**config.mk**
```make
export PLATFORM = sky130hd
export DESIGN_NAME = cgra_clock_gate_ctrl
export DESIGN_NICKNAME = d
export VERILOG_FILES = /design/src/rtl/cgra_clock_gate_ctrl.sv
export SDC_FILE = /design/constraint.sdc
export NUM_CORES = 1
export LEC_CHECK = 0
export BUFFER_PORTS_ARGS = -buffer_cell sky130_fd_sc_hd__buf_2
export CAP_MARGIN = 20
export CELL_PAD_IN_SITES_DETAIL_PLACEMENT = 1
export CELL_PAD_IN_SITES_GLOBAL_PLACEMENT = 1
export CORE_ASPECT_RATIO = 1.4
export CORE_MARGIN = 5
export CORE_UTILIZATION = 42
export DETAILED_ROUTE_END_ITERATION = 8
export GPL_TIMING_DRIVEN = 0
export PLACE_DENSITY_LB_ADDON = 0.1
export REMOVE_ABC_BUFFERS = 1
export SYNTH_ARGS = -nofsm -noshare
export SYNTH_HDL_FRONTEND = slang
export SYNTH_SLANG_ARGS = --single-unit
```
**constraint.sdc**
```tcl
create_clock -name clk_i -period 1.94 [get_ports clk_i]
set_input_delay 0.194 -clock clk_i [delete_from_list [all_inputs] [get_ports clk_i]]
set_output_delay 0.194 -clock clk_i [all_outputs]
set_load 0.03 [all_outputs]
```
**src/rtl/cgra_clock_gate_ctrl.sv**
```systemverilog
// Per-column clock-enable sequencer: wakes gated CGRA columns on request and re-gates them after an idle period.
// Optional `CGRA_CG_STATS_EN adds per-column counters of cycles spent gated off.
module cgra_clock_gate_ctrl #(
    parameter int N_COL       = 4,
    parameter int IDLE_CYCLES = 16,
    parameter int WAKE_LAT    = 2
) (
    input  logic               clk_i,
    input  logic               rst_ni,
    input  logic               test_en_i,
    input  logic               cg_enable_i,
    input  logic [N_COL-1:0]   col_req_i,
    input  logic [N_COL-1:0]   col_busy_i,
`ifdef CGRA_CG_STATS_EN
    input  logic               stats_clr_i,
    output logic [N_COL*32-1:0] gated_cyc_o,
`endif
    output logic [N_COL-1:0]   col_ack_o,
    output logic [N_COL-1:0]   clk_en_o,
    output logic [N_COL-1:0]   col_gated_o
);

    localparam logic [1:0] S_OFF  = 2'd0;
    localparam logic [1:0] S_WAKE = 2'd1;
    localparam logic [1:0] S_ON   = 2'd2;
    localparam logic [1:0] S_IDLE = 2'd3;

    localparam logic [7:0] WAKE_INIT = 8'(WAKE_LAT - 1);
    localparam logic [7:0] IDLE_INIT = 8'(IDLE_CYCLES - 1);

    logic [1:0] state_q [N_COL];
    logic [1:0] state_d [N_COL];
    logic [7:0] cnt_q   [N_COL];
    logic [7:0] cnt_d   [N_COL];

    always_comb begin
        for (int i = 0; i < N_COL; i++) begin
            state_d[i] = state_q[i];
            cnt_d[i]   = cnt_q[i];
            unique case (state_q[i])
                S_OFF: begin
                    if (col_req_i[i] || !cg_enable_i) begin
                        state_d[i] = S_WAKE;
                        cnt_d[i]   = WAKE_INIT;
                    end
                end
                S_WAKE: begin
                    if (cnt_q[i] == 8'd0) state_d[i] = S_ON;
                    else                  cnt_d[i]   = cnt_q[i] - 8'd1;
                end
                S_ON: begin
                    if (!col_busy_i[i] && !col_req_i[i] && cg_enable_i) begin
                        state_d[i] = S_IDLE;
                        cnt_d[i]   = IDLE_INIT;
                    end
                end
                default: begin
                    // Any activity cancels the idle countdown, even on its final cycle
                    if (col_busy_i[i] || col_req_i[i] || !cg_enable_i) state_d[i] = S_ON;
                    else if (cnt_q[i] == 8'd0)                          state_d[i] = S_OFF;
                    else                                                cnt_d[i]   = cnt_q[i] - 8'd1;
                end
            endcase
        end
    end

    always_ff @(posedge clk_i or negedge rst_ni) begin
        if (!rst_ni) begin
            for (int i = 0; i < N_COL; i++) begin
                state_q[i] <= S_OFF;
                cnt_q[i]   <= 8'd0;
            end
        end else begin
            for (int i = 0; i < N_COL; i++) begin
                state_q[i] <= state_d[i];
                cnt_q[i]   <= cnt_d[i];
            end
        end
    end

    // Enables come straight from registered state so the gate cell never sees a glitch
    always_comb begin
        col_ack_o   = '0;
        clk_en_o    = '0;
        col_gated_o = '0;
        for (int i = 0; i < N_COL; i++) begin
            col_ack_o[i]   = (state_q[i] == S_ON) && col_req_i[i];
            clk_en_o[i]    = (state_q[i] != S_OFF) || test_en_i;
            col_gated_o[i] = (state_q[i] == S_OFF);
        end
    end

`ifdef CGRA_CG_STATS_EN
    logic [31:0] gcnt_q [N_COL];

    always_ff @(posedge clk_i or negedge rst_ni) begin
        if (!rst_ni) begin
            for (int i = 0; i < N_COL; i++) gcnt_q[i] <= 32'd0;
        end else begin
            for (int i = 0; i < N_COL; i++) begin
                if (stats_clr_i)
                    gcnt_q[i] <= 32'd0;
                else if ((state_q[i] == S_OFF) && (gcnt_q[i] != 32'hFFFF_FFFF))
                    gcnt_q[i] <= gcnt_q[i] + 32'd1;
            end
        end
    end

    always_comb begin
        gated_cyc_o = '0;
        for (int i = 0; i < N_COL; i++) gated_cyc_o[i*32 +: 32] = gcnt_q[i];
    end
`endif

endmodule

```
# Word level (Yosys, flattened, before mapping)

Cells that the tools add are included.

Flip-flop bits (word level): 40
Input port bits: 12
Output and inout port bits: 12
Word-level logic and storage cells: 141

Add/sub/neg operators: 4
Equal/unequal tests: 24
Multiplexer cells: 44
Reduce and logical (&&, ||, !) cells: 61

Operators by type and width:

| operator                                             | count |
|---|---|
| two-way mux 8 bit                                    | 16 |
| case mux 8 bit (3 select lines)                      | 4 |
| two-way mux 2 bit                                    | 20 |
| logical NOT 8 bit                                    | 4 |
| subtractor 8 x 1 -> 8 bit (second input constant)    | 4 |
| case mux 2 bit (3 select lines)                      | 4 |
| logical OR 1 bit                                     | 16 |
| != test 2 bit (second input constant)                | 8 |
| != test 4 x 2 -> 1 bit (second input constant)       | 4 |
| AND reduction 4 bit                                  | 4 |
| nonzero test 4 bit                                   | 4 |
| logical AND 1 bit                                    | 12 |
| AND reduction 3 bit                                  | 4 |
| logical NOT 1 bit                                    | 9 |
| equality test 2 x 1 -> 1 bit (second input constant) | 4 |
| equality test 2 bit (second input constant)          | 4 |
| logical NOT 2 bit                                    | 4 |
| != test 2 x 1 -> 1 bit (second input constant)       | 4 |
| nonzero test 2 bit                                   | 4 |

# Depth between registers and ports, before layout

Gate-level depths: netlist (run 1).

Depth in word-level cells: 5
Depth in mapped cells: 8
Depth with buffers taken out: 7

# Worst setup path after synthesis (run 1)

Ideal clock, no wire load.

Path kind: reg-to-reg
Start point: register state_q[2] (netlist bit)
End point: register cnt_q[15] (netlist bit)
Setup time: 78 ps
Arrival: 2,202 ps
Required time: 1,862 ps
Setup slack: -340 ps
Stages on the path, launching flop included: 9
Buffers on the path: 1
Clock period less this slack: 2,280 ps
Path through: dfrtp_1 clkbuf_1 inv_1 ha_1 nor2b_1 and2_1 o21ai_1 or4_1 a21oi_1

Word-level cells in the longest chain between the ends: 3
Elaborated cells between the ends (all ways): 8
Those cells by class: 5 x eq/ne; 1 x mux; 2 x reduce/logical

Ends and longest elaborated chain:

| element                                                                    | RTL line | RTL |
|---|---|---|
| start, declared                                                            | 31       | `logic [1:0] state_q [N_COL];` |
| start signal, assigned by index                                            | 75       | `state_q[i] <= state_d[i];` |
| logical NOT 2 bit *                                                        | -        |  |
| net col_gated_o[2]                                                         | 20       | `output logic [N_COL-1:0] col_gated_o` |
| != test 4 x 2 -> 1 bit (no line) or != test 2 x 1 -> 1 bit (tied branches) | -        |  |
| AND reduction 3 bit (no line)                                              | -        |  |
| end signal, assigned by index                                              | 76       | `cnt_q[i] <= cnt_d[i];` |
| end, declared                                                              | 33       | `logic [7:0] cnt_q [N_COL];` |

The timed path passes the listed nets; every way through them passes the cells marked *.
A chain may end at the register's enable or synchronous reset.

# Worst setup path in the final report (run 1)

Start point: register state_q[7] (netlist bit)
End point: register cnt_q[31] (netlist bit)

Word-level cells in the longest chain between the ends: 3
Elaborated cells between the ends (all ways): 8
Those cells by class: 5 x eq/ne; 1 x mux; 2 x reduce/logical

Ends and longest elaborated chain:

| element                                                  | RTL line | RTL |
|---|---|---|
| equality test 2 bit (tied with other cells)              | 40       | `unique case (state_q[i])` |
| != test 4 x 2 -> 1 bit (no line) (tied with other cells) | -        |  |
| AND reduction 3 bit (no line)                            | -        |  |

Parallel ways exist; a longest one is shown, timed or not.

==> flow_metrics.env, run 1 <==
export IMPL_min_period_ps=1883
export IMPL_ys_ff_latch=40
export IMPL_finalHoldViolations=0
export IMPL_hpwl_mm=4.819
export IMPL_cp_max_fo=6
export IMPL_p_leak_uw=0.001533
export IMPL_rows=35
export IMPL_grt_pass1_vias=2609
export IMPL_route_antenna_remaining_nets=0
export IMPL_viasPerCell=5.890
export IMPL_tightest_slew_ps=939.0
export IMPL_die_h_um=106.7
export IMPL_synthCells=309
export IMPL_antenna_cells=0
export IMPL_fin_nets=396
export IMPL_core_um2=6569
export IMPL_avgSynthCellArea_um2=9.078
export IMPL_worst_setup_path_start_kind="register"
export IMPL_fin_util_pct=53.98
export IMPL_p_per_area_nw_per_um2=1640
export IMPL_drc=0
export IMPL_synth_top_flop_cell="dfrtp_1"
export IMPL_period_share_pct=97.07
export IMPL_insertion_delay_ps=300
export IMPL_die_area_um2=8437
export IMPL_drv_slew=0
export IMPL_cts_buffers=5
export IMPL_antenna_found_initial=0
export IMPL_syn_area_um2=2805
export IMPL_routed_wl_mm=7.397
export IMPL_grt_max_degree=41
export IMPL_wl_per_cell_um=17.00
export IMPL_ir_drop_mv=1.051
export IMPL_drv_cap=0
export IMPL_layout_common_cells="dfrtp_1 (34), buf_4 (25), buf_2 (23)"
export IMPL_dr_pass1_iters=4
export IMPL_drtIter0Drc=65
export IMPL_max_freq_ghz=0.5310
export IMPL_htreeDepth=2
export IMPL_clkSinkCount=40
export IMPL_track_usage_pct=17.87
export IMPL_yosysUniqueCellTypes=56
export IMPL_fin_worst_skew_ps=13.96
export IMPL_clockRootBuffer="clkbuf_8"
export IMPL_io_buffers=23
export IMPL_synth_edf_count=0
export IMPL_grt_ovfl_total=0
export IMPL_status="finished clean"
export IMPL_cp_arrival_ps=2120
export IMPL_path_class="register to register"
export IMPL_pin_count=24
export IMPL_place_congestion=0.7450
export IMPL_cts_tree="yes"
export IMPL_hold_path_class="input port to async pin"
export IMPL_grt_pass1_wl_mm=12.25
export IMPL_ys_warn_count=0
export IMPL_area_growth_pct=26.40
export IMPL_fp_dieW_um=79.07
export IMPL_start_util_pct=42.70
export IMPL_layout_commonest_cell="dfrtp_1"
export IMPL_yosysSeqAreaShare_pct=35.68
export IMPL_final_setup_tns_ps=0
export IMPL_cp_required_ps=2170
export IMPL_clock_path_buffers=2
export IMPL_vias=2562
export IMPL_drive_gt1_share_pct=28.81
export IMPL_endpoint_kind="register"
export IMPL_synthArstFlopShare_pct=100.0
export IMPL_slew_limit_headroom_pct=37.40
export IMPL_clk_pin_slew_worst_paths_ps=90
export IMPL_setup_viol=0
-- logic make-up (layout without fill, tap and decap cells) --
group                      after synthesis  after routing  share of synthesized area, %
and+or+nand+nor                        116            116                         23.82
buffers and inverters                   27             78                         4.104
adders and majority gates               24             24                         10.70
xor gates and xnor gates                 4              4                         1.249
muxes                                   10             10                         3.658
AOI/OAI and AO/OA                       88             89                         20.79
DFF                                     40             40                         35.68
-- worst max-delay path: stages (launching register included) --
cell and delay (ps):
dfrtp_2 420, inv_2 70, ha_4 280, nand2b_4 60, a21oi_4 220, o21ai_4 120, or4_1 490, a21oi_1 150
-- per-stage QoR --
stage          instances  hold slack, ps  total power (uW)  cell area, um^2  setup slack, ps
2_1_floorplan        303          -101.6              3349             2769           -396.5
5_1_grt              435           114.2              6323             3546           -92.35
6_report             435           24.07              5815             3546            56.93
3_5_place_dp         400           409.4              4012             2977           -565.3
3_3_place_gp         400           397.7              3940             2977           -580.6
4_1_cts              419           71.09              5228             3324            5.697
-- cells in the mapped netlist, drive strengths merged (2+ instances only) --
cell type   n  share of area [%]
dfrtp      40                 36
a21oi      24                5.0
ha         24                 11
o21ai      23                4.2
nor2       22                2.9
inv        21                2.8
nand2      18                2.4
nand2b     10                2.2
nor3       10                1.8
or3         9                2.0
mux2i       8                2.9
nor3b       7                2.4
nor4        7                1.8
or4         7                1.9
o22a        6                1.9
a31oi       5                1.1
and2        5                1.1
nor2b       5                1.1
a21boi      4                1.1
buf         4                1.0
o211ai      4                1.1
xor2        4                1.2
nand3       3               0.54
nand4       3               0.67
o2111ai     3               0.94
o22ai       3               0.67
o31ai       3               0.80
or3b        3                1.0
a221o       2               0.71
a221oi      2               0.62
and3        2               0.45
clkbuf      2               0.27
mux2        2               0.80
nand3b      2               0.54
o21a        2               0.54
o21ba       2               0.71
-- per-layer routing --
metal  global-route usage, %  part of all wire [%]  vias up
li1                        -                     -     1234
met1                   21.83                    44     1276
met2                   31.69                    52       39
met3                   2.941                   2.5       13
met4                   5.651                   1.8        0
met5                       0                     0        -
-- report_power, final --
group / switching [uW] / total (uW) / internal, uW
Clock: 319 / 702 / 383
Combinational: 1930 / 3590 / 1650
Sequential: 363 / 1530 / 1160
-- registers in the layout, summed over array words and instances (netlist names) --
signal / flops
cnt_q: 32
state_q: 8
-- worst paths after layout --
path,startpoint,to,slack (ps),depth (start not counted)
max reg2reg,state_q[7],cnt_q[31],60,7
min in group clk_i,col_busy_i[1],state_q[5],340,5
min,rst_ni,cnt_q[23],20,1
max in group asynchronous,rst_ni,state_q[2],1250,1
max,state_q[7],cnt_q[31],60,7
min reg2reg,cnt_q[25],cnt_q[25],540,1
-- area by class of cell --
class,instances,area (um^2)
Multi-Input combinational cell,243,1933
Clock buffer,6,72.57
Clock inverter,2,35.03
Fill cell,748,3023
Tap cell,74,92.59
Timing Repair Buffer,49,322.8
Inverter,21,81.33
Sequential cell,40,1008
-- timing repair --
action / in CTS / in global routing
setup endpoints to repair: 37 / 20
pin swaps: 3 / 9
cloned: 0 / 1
hold buffers: 0 / 0
setup buffers: 11 / 15
gates resized for setup: 38 / 20
Power figures use the tool's default switching activity.
==> run 2: changes to the inputs <==
--- a/config.mk
+++ b/config.mk
@@ -5,13 +5,14 @@
 export SDC_FILE = /design/constraint.sdc
 export NUM_CORES = 1
 export LEC_CHECK = 0
+export ABC_AREA = 1
 export BUFFER_PORTS_ARGS = -buffer_cell sky130_fd_sc_hd__buf_2
 export CAP_MARGIN = 20
 export CELL_PAD_IN_SITES_DETAIL_PLACEMENT = 1
 export CELL_PAD_IN_SITES_GLOBAL_PLACEMENT = 1
 export CORE_ASPECT_RATIO = 1.4
 export CORE_MARGIN = 5
-export CORE_UTILIZATION = 42
+export CORE_UTILIZATION = 40
 export DETAILED_ROUTE_END_ITERATION = 8
 export GPL_TIMING_DRIVEN = 0
 export PLACE_DENSITY_LB_ADDON = 0.1
==> run 2 against run 1 <==
Clock-buffer cell count unchanged. Register-to-register slack improved by 160 ps. Utilization decreased by 8.7 points. Synthesized cell count increased by 57%. First-iteration DRC count increased by 23%. Critical endpoint is now cnt_q[29]. Global-route usage increased by 0.15 points. Area after synthesis increased by 17%. Sequential share of layout area decreased by 1.0 points. Final cell count increased by 42%. Critical path type unchanged. Power increased by 27%. Cell area increased by 3.4%.
==> flow_metrics.env, run 2 <==
export IMPL_drv_slew=0
export IMPL_grt_ovfl_total=0
export IMPL_placed_cells=608
export IMPL_yosys_area_top_type="dfrtp_1"
export IMPL_synth_top_flop_cell="dfrtp_1"
export IMPL_cts_hold_buffers=0
export IMPL_rows=39
export IMPL_layout_common_cells="nand2_1 (198), nor2_1 (68), inv_1 (49)"
export IMPL_antenna_cells=0
export IMPL_wl_per_cell_um=13.46
export IMPL_period_share_pct=88.94
export IMPL_die_area_um2=10120
export IMPL_globalRoute_busiestLayer="met2"
export IMPL_track_usage_pct=18.02
export IMPL_area_growth_pct=12.04
export IMPL_fin_cells=616
export IMPL_multi_input_area_um2=2064
export IMPL_max_freq_ghz=0.5795
export IMPL_clockRootBuffer="clkbuf_16"
export IMPL_p_leak_uw=0.002038
export IMPL_setup_viol=0
export IMPL_seq_area_um2=1005
export IMPL_yosysMostFrequentCell="nand2_1"
export IMPL_grt_max_degree=41
export IMPL_endpoint_kind="register"
export IMPL_syn_area_um2=3273
export IMPL_min_period_ps=1725
export IMPL_synth_top_area_share_pct=30.58
export IMPL_postCtsSetupRepairBufs=0
export IMPL_p_per_area_nw_per_um2=2015
export IMPL_fin_nets=549
export IMPL_place_congestion=0.8306
export IMPL_synthCells=484
export IMPL_synth_area_leaders="dfrtp_1 (31%), nand2_1 (23%), ha_1 (9.2%), nor2_1 (7.8%), inv_1 (5.6%)"
export IMPL_clkSinkCount=40
export IMPL_yosysUniqueCellTypes=26
export IMPL_regMostFlops="cnt_q"
export IMPL_status="finished clean"
export IMPL_synth_edf_count=0
export IMPL_slew_limit_headroom_pct=36.61
export IMPL_cp_arrival_ps=1900
export IMPL_die_h_um=117.0
export IMPL_rsz0062_at_grt="false"
export IMPL_routed_wl_mm=8.291
export IMPL_drv_cap=0
export IMPL_ys_ff_latch=40
export IMPL_cts_buffers=5
export IMPL_fin_worst_skew_ps=2.013
export IMPL_drtIter0Drc=80
export IMPL_hold_path_class="input port to async pin"
export IMPL_ir_drop_mv=0.8527
export IMPL_grt_pass1_vias=3296
export IMPL_htreeDepth=2
export IMPL_core_um2=8100
export IMPL_dr_pass1_iters=4
export IMPL_holdWs_ps=52.85
export IMPL_placed_area_um2=3505
export IMPL_power_uw=7389
export IMPL_n_fill_cell=1126
export IMPL_cp_required_ps=2120
export IMPL_use_met2_pct=35.70
export IMPL_drive_gt1_share_pct=14.98
export IMPL_drc=0
export IMPL_largest_register_ffs=32
export IMPL_stdcell_area_um2=3667
export IMPL_hpwl_mm=6.342
export IMPL_path_class="register to register"
export IMPL_vias=3030
export IMPL_clk_pin_slew_worst_paths_ps=60
export IMPL_route_antenna_remaining_nets=0
export IMPL_yosysSeqAreaShare_pct=30.58
export IMPL_clock_path_buffers=2
export IMPL_layout_commonest_cell="nand2_1"
export IMPL_antenna_found_initial=0
export IMPL_worst_setup_path_start_kind="register"
export IMPL_cts_tree="yes"
export IMPL_fp_dieW_um=86.45
export IMPL_synthArstFlopShare_pct=100.0
export IMPL_reg_top3="cnt_q: 32 flops, state_q: 8 flops"
export IMPL_use_met3_pct=2.031
export IMPL_insertion_delay_ps=280
export IMPL_tightest_slew_ps=950.8
export IMPL_ys_warn_count=0
export IMPL_start_util_pct=40.41
export IMPL_finalHoldViolations=0
export IMPL_io_buffers=23
export IMPL_cp_max_fo=8
export IMPL_viasPerCell=4.919
export IMPL_grt_pass1_wl_mm=14.72
export IMPL_netlist_top_cells_count="nand2_1 (198), nor2_1 (68), inv_1 (49)"
export IMPL_avgSynthCellArea_um2=6.763
export IMPL_final_setup_tns_ps=0
export IMPL_met1_usage_pct=19.72
export IMPL_pin_count=24
-- run 2: repair_timing --
item,in CTS,in global routing
endpoints found under the setup margin,0,31
hold endpoints to repair,0,0
resized for setup,0,7
-- run 2: final cells by class --
type	count	share of cell area (%)
clock buffer	6	3.787
clock inverter	2	0.2729
inverter	55	5.629
multi-input combinational	388	56.29
sequential	40	27.40
tap	102	3.480
timing repair buffer	23	3.139
-- run 2: per-stage QoR --
| step | setup slack, ps | utilization, % |
|---|---|---|
| final | 214.5 | 45.27 |
| after global routing | 12.63 | 45.27 |
| after CTS | 92.21 | 45.10 |
| after detailed placement | 115.0 | 43.27 |
| after global placement | 141.2 | 43.27 |
| after floorplan | 259.5 | - |
-- run 2: worst paths after layout --
check,from,to,slack (ps),depth (start not counted)
worst max register to register,state_q[6],cnt_q[29],210,8
min in group clk_i,col_busy_i[0],state_q[7],350,5
max in group asynchronous,rst_ni,state_q[0],1230,1
worst min register to register,cnt_q[24],cnt_q[24],510,2
worst max-delay path,state_q[6],cnt_q[29],210,8
worst min-delay path,rst_ni,cnt_q[31],50,1
-- run 2: logic make-up after synthesis --
kind of cell	count (synthesis)	share of synthesized area (%)
xor+xnor	3	0.8029
simple gates	331	46.06
fa+ha+maj	24	9.174
buf+inv	56	6.651
flops	40	30.58
compound gates	30	6.727
-- run 2: power by group --
group          leakage (uW)  total (uW)  internal [uW]  switching [uW]
registers          0.000506        1700           1240             456
logic               0.00146        4840           1660            3180
clock network     0.0000766         854            508             346
total               0.00204        7390           3410            3980
-- run 2: metal layers --
layer | vias up | wire length [um]
met5 | - | 0
met3 | 6 | 177
li1 | 1567 | -
met1 | 1428 | 3444
met2 | 29 | 4570
met4 | 0 | 98
-- run 2: critical path: stages (launching register included) --
cell and delay [ps]:
dfrtp_1 440, inv_1 120, ha_2 250, nor2_2 210, inv_2 110, nor3_2 250
nor2_4 90, nand2_1 80, nand2_1 50
==> run 3: changes to the inputs <==
--- a/config.mk
+++ b/config.mk
@@ -12,7 +12,7 @@
 export CELL_PAD_IN_SITES_GLOBAL_PLACEMENT = 1
 export CORE_ASPECT_RATIO = 1.4
 export CORE_MARGIN = 5
-export CORE_UTILIZATION = 40
+export CORE_UTILIZATION = 45
 export DETAILED_ROUTE_END_ITERATION = 8
 export GPL_TIMING_DRIVEN = 0
 export PLACE_DENSITY_LB_ADDON = 0.1
==> constraint.sdc (replaced) <==
create_clock -name clk_i -period 2.1 [get_ports clk_i]
set_input_delay 0.21 -clock clk_i [delete_from_list [all_inputs] [get_ports clk_i]]
set_output_delay 0.21 -clock clk_i [all_outputs]
set_load 0.01 [all_outputs]
==> run 3 against run 2 <==
Fmax down 6.3%. Global-route usage grew 1.1 points. Final cell count decreased by 1.1%. Critical endpoint unchanged. Largest cell class unchanged.
==> flow_metrics.env, run 3 (synthesized netlist as in run 2, its figures left out) <==
export IMPL_start_util_pct=46.58
export IMPL_layout_commonest_cell="nand2_1"
export IMPL_wl_per_cell_um=13.00
export IMPL_switching_share_pct=53.72
export IMPL_cp_max_fo=8
export IMPL_place_congestion=0.7962
export IMPL_fin_util_pct=51.28
export IMPL_clk_pin_slew_worst_paths_ps=80
export IMPL_seq_area_um2=1001
export IMPL_drv_cap=0
export IMPL_status="finished clean"
export IMPL_p_clk_share_pct=9.8
export IMPL_drc=0
export IMPL_clkSinkCount=40
export IMPL_postCtsSetupRepairBufs=0
export IMPL_die_area_um2=9103
export IMPL_track_usage_pct=19.08
export IMPL_p_per_area_nw_per_um2=1801
export IMPL_insertion_delay_ps=300
export IMPL_slew_limit_headroom_pct=37.60
export IMPL_fp_dieW_um=82.08
export IMPL_antenna_cells=0
export IMPL_route_antenna_remaining_nets=0
export IMPL_tightest_slew_ps=936.0
export IMPL_max_freq_ghz=0.5429
export IMPL_setup_viol=0
export IMPL_rows=36
export IMPL_cts_hold_buffers=0
export IMPL_crit_top_cell="nand2_1"
export IMPL_crit_family="simple AND/OR/NAND/NOR gates"
export IMPL_cts_buffers=5
export IMPL_cts_resized=0
export IMPL_area_growth_pct=10.09
export IMPL_hold_path_class="input port to async pin"
export IMPL_min_period_ps=1842
export IMPL_htreeDepth=2
export IMPL_crit_chain="inv_1 -> ha_1 -> nor2_2 -> inv_2 -> nor3_2 -> nor2_4 -> nand2_1 -> nand2_1"
export IMPL_die_h_um=110.9
export IMPL_vias=3054
export IMPL_core_um2=7027
export IMPL_placed_area_um2=3496
export IMPL_fin_nets=549
export IMPL_period_share_pct=87.71
export IMPL_worstPathBufferInverterCount=2
export IMPL_final_setup_tns_ps=0
export IMPL_endpoint_kind="register"
export IMPL_rsz0062_at_grt="false"
export IMPL_antenna_found_initial=0
export IMPL_drtIter0Drc=61
export IMPL_grt_ovfl_total=0
export IMPL_hpwl_mm=6.203
export IMPL_clock_path_buffers=2
export IMPL_fin_ws_ps=258.1
export IMPL_drv_slew=0
export IMPL_layout_common_cells="nand2_1 (198), nor2_1 (68), inv_1 (49)"
export IMPL_viasPerCell=5.015
export IMPL_multi_input_area_um2=2054
export IMPL_reg_top3="cnt_q: 32 flops, state_q: 8 flops"
export IMPL_drive_gt1_share_pct=13.42
export IMPL_largest_register_ffs=32
export IMPL_path_class="register to register"
export IMPL_place_ws_ps=240.7
export IMPL_dr_pass1_iters=4
export IMPL_cp_slowest_stage_delay_ps=460
export IMPL_p_sw_uw=3486
export IMPL_power_internal_uw=3004
export IMPL_worst_setup_path_start_kind="register"
export IMPL_slowest_stage="dfrtp_1"
export IMPL_cts_tree="yes"
export IMPL_grt_max_degree=41
export IMPL_grt_pass1_wl_mm=14.10
export IMPL_grt_pass1_vias=3195
export IMPL_stdcell_area_um2=3603
export IMPL_combPwrFrac_pct=66.1
export IMPL_fin_worst_skew_ps=7.649
export IMPL_clockRootBuffer="clkbuf_8"
export IMPL_sequentialPowerShare_pct=24.1
export IMPL_regMostFlops="cnt_q"
export IMPL_cp_required_ps=2290
export IMPL_io_buffers=23
export IMPL_n_fill_cell=999
export IMPL_ir_drop_mv=0.8308
export IMPL_pin_count=24
export IMPL_routed_wl_mm=7.915
export IMPL_p_leak_uw=0.002026
export IMPL_finalHoldViolations=0
export IMPL_cp_arrival_ps=2040
==> run 3: changes by cell type in the layout (fill, tap and decap cells not counted) <==
cell	previous run	this run
bufinv_16	0	1
clkbuf_16	5	0
ha_2	4	0
clkinv_2	2	1
clkbuf_1	0	1
clkbuf_8	1	5
dfrtp_2	3	0
dfrtp_1	37	40
ha_1	20	24
==> run 3: power groups by stage <==
stage	logic [uW]	registers [uW]	clock network [uW]
finish	4290	1560	637
detailed placement	4350	1570	0
floorplan	3400	1440	0
global route	4970	1630	686
CTS	4380	1560	657
global placement	4150	1560	0
==> run 3: final cells by class <==
type                            count  share of cell area, %
Clock inverter                      2                 0.9722
Timing Repair Buffer               23                  3.194
Clock buffer                        6                  2.014
Tap cell                           95                  3.299
Sequential cell                    40                  27.78
Multi-Input combinational cell    388                  57.01
Inverter                           55                  5.729
==> run 3: metrics by stage <==
stage | instances | hold slack (ps) | total power [uW]
final | 609 | 37.56 | 6489
after global routing | 609 | 137.5 | 7281
after CTS | 609 | 90.45 | 6598
after detailed placement | 601 | 420.1 | 5928
after global placement | 601 | 405.0 | 5711
after floorplan | 483 | -85.59 | 4847
==> run 3: final timing paths <==
kind                          startpoint         end  slack, ps  depth (start not counted)
hold / removal                    rst_ni   cnt_q[31]         40                          1
setup reg to reg              state_q[6]   cnt_q[29]        260                          8
hold reg to reg                 cnt_q[8]    cnt_q[8]        510                          2
min in group clk_i         col_busy_i[1]  state_q[5]        360                          5
max in group asynchronous         rst_ni    cnt_q[4]       1470                          1
setup / recovery              state_q[6]   cnt_q[29]        260                          8
==> run 3: routing by layer <==
layer	GRT usage (%)	vias up	wire length (um)
met4	4.878	0	84
met1	22.65	1451	3463
met3	2.602	7	165
met2	34.81	33	4202
li1	-	1563	-
met5	0	-	0
